`src/rtl/ifetch_unit.sv`:
```
// rtl/ifetch_unit.sv - instruction fetch stage: variable-latency imem read, decode hold, redirect flush
module ifetch_unit #(
    parameter int                ADDR_W    = 32,
    parameter int                DATA_W    = 32,
    parameter logic [DATA_W-1:0] NOP_INSTR = 32'h0000_0013
) (
    input  logic              i_clk,
    input  logic              i_rst,
    input  logic [ADDR_W-1:0] i_pc,
    output logic              o_pc_adv,
    input  logic              i_flush,
    output logic              o_imem_req,
    output logic [ADDR_W-1:0] o_imem_addr,
    input  logic              i_imem_ack,
    input  logic [DATA_W-1:0] i_imem_rdata,
    output logic [DATA_W-1:0] o_instr,
    output logic [ADDR_W-1:0] o_instr_pc,
    output logic              o_instr_valid,
    output logic              o_instr_err,
    input  logic              i_instr_ready
);

    typedef enum logic [1:0] {
        S_IDLE,
        S_REQ,
        S_FULL,
        S_DROP
    } state_t;

    state_t            state_q, state_d;
    logic [ADDR_W-1:0] addr_q, addr_d;
    logic [ADDR_W-1:0] pc_q, pc_d;
    logic [DATA_W-1:0] instr_q, instr_d;
    logic              err_q, err_d;
    logic              take_pc;
    logic              pc_misaligned;

    assign pc_misaligned = |i_pc[1:0];

    always_ff @(posedge i_clk) begin
        if (i_rst) begin
            state_q <= S_IDLE;
            addr_q  <= '0;
            pc_q    <= '0;
            instr_q <= NOP_INSTR;
            err_q   <= 1'b0;
        end else begin
            state_q <= state_d;
            addr_q  <= addr_d;
            pc_q    <= pc_d;
            instr_q <= instr_d;
            err_q   <= err_d;
        end
    end

    always_comb begin
        state_d  = state_q;
        addr_d   = addr_q;
        pc_d     = pc_q;
        instr_d  = instr_q;
        err_d    = err_q;
        o_pc_adv = 1'b0;
        take_pc  = 1'b0;
        case (state_q)
            S_IDLE: take_pc = 1'b1;
            S_REQ: begin
                if (i_imem_ack) begin
                    if (i_flush) begin
                        state_d = S_IDLE;
                    end else begin
                        state_d  = S_FULL;
                        instr_d  = i_imem_rdata;
                        pc_d     = addr_q;
                        err_d    = 1'b0;
                        o_pc_adv = 1'b1;
                    end
                end else if (i_flush) begin
                    state_d = S_DROP;
                end
            end
            // The memory cannot cancel a read, so wait out the ack and throw it away.
            S_DROP: begin
                if (i_imem_ack) state_d = S_IDLE;
            end
            S_FULL: begin
                if (i_flush) state_d = S_IDLE;
                else if (i_instr_ready) take_pc = 1'b1;
            end
            default: state_d = S_IDLE;
        endcase
        // A misaligned PC never reaches memory; it is handed to decode as a faulting NOP.
        if (take_pc) begin
            addr_d = i_pc;
            if (pc_misaligned) begin
                state_d = S_FULL;
                instr_d = NOP_INSTR;
                pc_d    = i_pc;
                err_d   = 1'b1;
            end else begin
                state_d = S_REQ;
            end
        end
    end

    assign o_imem_req    = (state_q == S_REQ) || (state_q == S_DROP);
    assign o_imem_addr   = addr_q;
    assign o_instr_valid = (state_q == S_FULL);
    assign o_instr       = o_instr_valid ? instr_q : NOP_INSTR;
    assign o_instr_pc    = pc_q;
    assign o_instr_err   = err_q;

endmodule

```
`config.mk`:
```
export PLATFORM = sky130hd
export DESIGN_NAME = ifetch_unit
export DESIGN_NICKNAME = d
export VERILOG_FILES = /design/src/rtl/ifetch_unit.sv
export SDC_FILE = /design/constraint.sdc
export NUM_CORES = 1
export LEC_CHECK = 0
export CAP_MARGIN = 20
export CORE_ASPECT_RATIO = 1.2
export CORE_MARGIN = 2
export CORE_UTILIZATION = 25
export CTS_BUF_LIST = sky130_fd_sc_hd__clkbuf_4 sky130_fd_sc_hd__clkbuf_8
export DETAILED_ROUTE_END_ITERATION = 6
export PLACE_DENSITY = 0.51
export SLEW_MARGIN = 40
export SYNTH_ARGS = -nofsm -noshare
export SYNTH_HDL_FRONTEND = slang
export SYNTH_SLANG_ARGS = --single-unit
```
`constraint.sdc`:
```
create_clock -name i_clk -period 1.53 [get_ports i_clk]
set_input_delay 0.306 -clock i_clk [delete_from_list [all_inputs] [get_ports i_clk]]
set_output_delay 0.306 -clock i_clk [all_outputs]
set_load 0.02 [all_outputs]
```
# --- Word-level counts from Yosys, hierarchy flattened ---
# Cells that the tools add are included.
totals:
  register_bits: 99
  input_bits: 69
  output_inout_bits: 100
  elab_cells: 46
classes:
  eq_ne: 6
  mux: 30
  n_reduce_logical: 5
ops:
  columns: ["operator", "n"]
  rows:
  - ["$mux 32", 11]
  - ["$mux 2", 7]
  - ["$mux 1", 10]
  - ["$pmux 2 s3", 1]
  - ["$eq 2x2->1 const B", 2]
  - ["$ne 4x4->1 const B", 1]
  - ["$reduce_and 4->1", 1]
  - ["$reduce_bool 4->1", 1]
  - ["$ne 3x2->1 const B", 1]
  - ["$ne 3x3->1 const B", 1]
  - ["$eq 2x1->1 const B", 1]
  - ["$logic_not 2->1", 1]
  - ["$pmux 1 s2", 1]
  - ["$reduce_or 2->1", 1]
  - ["$logic_or 1x1->1", 1]

# --- Longest topological paths before layout ---
logic_depth:
  word_depth: 5
  mapped_depth: 7
  ltp_nobuf: 5

# --- Worst setup path before layout ---
# OpenSTA, ideal clock, no wires.
synth_path:
  path_type: "register to output"
  start: "register state_q[1]"
  end: "output port o_instr[22]"
  arrival_time_ps: 1391
  t_required_ps: 1224
  setup_slack_ps: -167
  path_stages_with_launch: 4
  n_path_buf: 1
  cell_sequence: "dfxtp_1 -> nor2b_1 -> clkbuf_1 -> and2_1"
synth_between:
  elab_chain_cells: 2
synth_lines:
  columns: ["item", "line_no", "source"]
  rows:
  - ["from (decl)", "30", "state_t state_q, state_d;"]
  - ["from (signal assigned)", "48", "state_q <= state_d;"]
  - ["$eq 2x2->1", "107", "assign o_instr_valid = (state_q == S_FULL);"]
  - ["via o_instr_valid", "18", "output logic o_instr_valid,"]
  - ["$mux 32", "108", "assign o_instr = o_instr_valid ? instr_q : NOP_INSTR;"]
  - ["to (decl)", "16", "output logic [DATA_W-1:0] o_instr,"]
# The timed path passes the listed nets, and every way through them passes these cells.

# --- Final worst setup path ---
layout_path:
  start: "register state_q[1]"
  end: "output port o_instr[23]"
layout_between:
  elab_chain_cells: 2
layout_lines:
  columns: ["item", "line_no"]
  rows:
  - ["$eq 2x2->1", "107"]
  - ["$mux 32", "108"]
# No other way between the ends.

==> reports/results.md <==
• **final worst hold slack** 0.1987 ns
• **violated checks** negative setup slack
• **CTS H-Tree Depth** 3
• **Clock transition at path regs** 0.10 ns
• **max-cap viol count** 0
• **fin worst setup slack** -0.2050 ns
• **peak-usage layer in the global routing report** met2
• **number of placed I/O pins** 169
• **worst r2r path cells** 9
• **drt total wl** 15.85 mm
• **NetSw** 2.043 mW
• **CTS tree** yes
• **register bit total from synthesis** 99
• **pwr/cell area** 874.7 nW/µm²
• **via count** 4344
• **antenna violations before repair** 0
• **routability cong.** 0.7352
• **Worst setup startpoint** state_q[1]
• **ANT nets after route** 0
• **combinational group share of total power** 0.293
• **global route overflow** 0
• **ratio of routed vias to standard cells** 4.666
• **width of the die** 120.2 µm
• **maximum clock skew at final layout** 0.01283 ns
• **number of nets in the layout** 784
• **met3 GRT Util** 0.04008
• **count of endpoints failing hold in the final timing report** 0
• **detailed router's first-iteration violation count** 142
• **clock group share of total power** 0.265
• **hold depth** 2
• **DRC errors left** 0
• **share of the yosys chip area belonging to registers** 0.4892
• **classification of the worst-slack hold path** primary input to register
• **hold_sp** i_rst
• **GR met1 Demand/Resource** 0.1786
• **Setup CP Type** register to primary output
• **RSZ-0062 raised after global routing** yes
• **Syn Area/Cell** 7.882 µm²
• **Post-DP Area** 6053 µm²
• **reg2reg setup slack** -0.15 ns
• **cells after synthesis** 514
• **detailed placement HPWL** 8.880 mm
• **slew of the pin with the lowest slew margin** 0.5851 ns
• **sort of element at the end of the critical path** primary output
• **TritonCTS Buffers** 9
• **vertical extent of the die** 143.5 µm
• **Endpoint, Worst Hold** o_instr_pc[26]
• **overall routing resource usage** 0.1496
• **Final Total Pwr** 6.547 mW
• **ratio of final minimum period to clock period** 1.134
• **sequential cell fraction of total power** 0.442
• **Synthesized Nets** 583
• **slew margin rel.** 0.6099
• **met2 global-route usage** 0.2623
• **global-route wire length before repair** 20.40 mm
• **largest net degree at the start of global routing** 41
• **share of layout cells above drive strength 1** 0.3352
• **DR pass1 iterations** 5
• **Design Area, Final** 7485 µm²
• **source-to-sink clock delay at the later pin of the worst-skew pair** 0.38 ns
• **initial standard-cell utilization of the core** 0.2529
• **Core ar.** 16020 µm²
• **cts-stage hold buffer count** 0
• **buffer type at the clock tree root** sky130_fd_sc_hd__clkbuf_8
• **Clock Sink Count** 99
• **run status** finished, violations left
• **startpoint of the worst-slack reg-to-reg timing path** state_q[1]
• **worst ir drop on vdd** 391.6 µV
• **antenna fix cells** 0
• **Internal Power** 4.503 mW
• **leakage power of the design** 3.178 nW
• **highest net fanout along the worst path** 17
• **number of buffers added on ports** 168
• **switching share of power** 0.3121
• **Fmax achieved** 576.4 MHz
• **area enclosed by the die boundary** 17240 µm²
• **Max Buffers Root-to-Sink** 2
• **total of endpoints with negative setup slack in the final report** 105
• **synthesized cell area** 4051 µm²
• **final period demand of the worst path** 1.735 ns
• **Pins Over Slew Limit** 0
• **Distinct cells, synth** 25
• **arrival time worst endpoint** 1.43 ns
• **yosys warns** 0
• **number of global-route vias before repair** 3909
• **required arrival time at the worst endpoint** 1.22 ns
• **standard-cell rows** 51
• **Critical Path Start Type** register
• **WL per Instance** 17.02 µm
• **RR Endpoint** o_instr_pc[14]
• **growth of design area from synthesis to finish** 84.74%
• **leading cell type in the layout, fill and taps excluded** sky130_fd_sc_hd__nand2_1
• **top library cells by usage in the layout, fill and taps aside** sky130_fd_sc_hd__nand2_1 (168), sky130_fd_sc_hd__dfxtp_1 (97), sky130_fd_sc_hd__clkdlybuf4s50_1 (67)
==> area by class of cell <==
type | instances | area, µm²
inverters | 1 | 6.256
repair buffers | 231 | 2678
well taps | 212 | 265.3
fillers | 1567 | 8532
flip-flops and latches | 99 | 1984
clock inverters | 4 | 51.30
multi-input cells | 373 | 2355
clock buffers | 11 | 145.1
==> stage by stage <==
stage	worst slack, ns	util	TNS [ns]	cells
after floorplan	0.05308	-	0	514
after global placement	-0.4490	0.3779	-32.43	877
after detailed placement	-0.4731	0.3779	-35.71	877
after CTS	-0.2210	0.4041	-6.437	900
after global routing	-0.2942	0.4673	-19.85	931
final	-0.2050	0.4673	-10.67	931
==> routing by layer <==
layer	up-vias	part of all wire
li1	2105	-
met1	2091	0.43
met2	134	0.50
met3	14	0.050
met4	0	0.011
met5	-	0
==> flip-flops by register name (all words and copies together), names as in the netlist <==
name / flops
o_instr_pc: 32
instr_q: 32
o_imem_addr: 32
state_q: 2
o_instr_err: 1
==> cell usage after synthesis, drive strengths merged <==
cell type / instances / area, µm²
nand2: 193 / 724.4
nor2: 34 / 127.6
o21ai: 1 / 5.000
dfxtp: 99 / 1982
nand4bb: 1 / 27.53
inv: 1 / 3.750
nor2b: 3 / 18.77
nand3: 3 / 15.01
a221oi: 1 / 15.01
a21oi: 66 / 334.1
buf: 26 / 195.2
a22oi: 1 / 7.510
nand2b: 5 / 41.29
a21o: 1 / 7.510
clkbuf: 17 / 63.81
and2: 29 / 181.4
a211o: 1 / 8.760
a311oi: 30 / 275.3
a22o: 2 / 17.52
==> worst max-delay path by stage <==
| stage | endpoint | slack (ns) | cells after the start |
|---|---|---|---|
| CTS | o_instr[6] | -0.22 | 5 |
| detailed placement | o_pc_adv | -0.47 | 4 |
| finish | o_instr[23] | -0.20 | 5 |
| floorplan | o_instr[22] | 0.05 | 3 |
| global route | o_instr[13] | -0.29 | 5 |
| global placement | o_pc_adv | -0.45 | 4 |
==> what timing repair did <==
action,CTS,global route
gates cloned,4,20
endpoints found under the setup margin,112,75
setup buffers,4,11
resized for setup,305,131
pin swaps,7,39
==> cell families (layout without fill, tap and decap cells) <==
group                  count (synthesis)  count (layout)  share of synthesized area
DFF                                   99              99                     0.4892
and+or+nand+nor                      268             268                     0.2804
buffers and inverters                 44             247                    0.06485
AOI/OAI and AO/OA                    103             105                     0.1655
==> worst max-delay path, stage by stage (launching register included) <==
cell and delay, ns:
sky130_fd_sc_hd__dfxtp_2 0.34, sky130_fd_sc_hd__nor2b_4 0.17, sky130_fd_sc_hd__buf_4 0.14, sky130_fd_sc_hd__buf_12 0.13, sky130_fd_sc_hd__and2_1 0.15, sky130_fd_sc_hd__buf_6 0.12
==> power by group through the flow <==
stage / Combinational (mW) / Sequential, mW / Clock [mW]
global route: 2.04 / 2.92 / 1.90
global placement: 1.48 / 2.94 / 0
CTS: 1.50 / 2.88 / 1.80
finish: 1.92 / 2.89 / 1.74
floorplan: 0.515 / 3.14 / 0
detailed placement: 1.49 / 2.94 / 0
(Power assumes the default switching activity.)
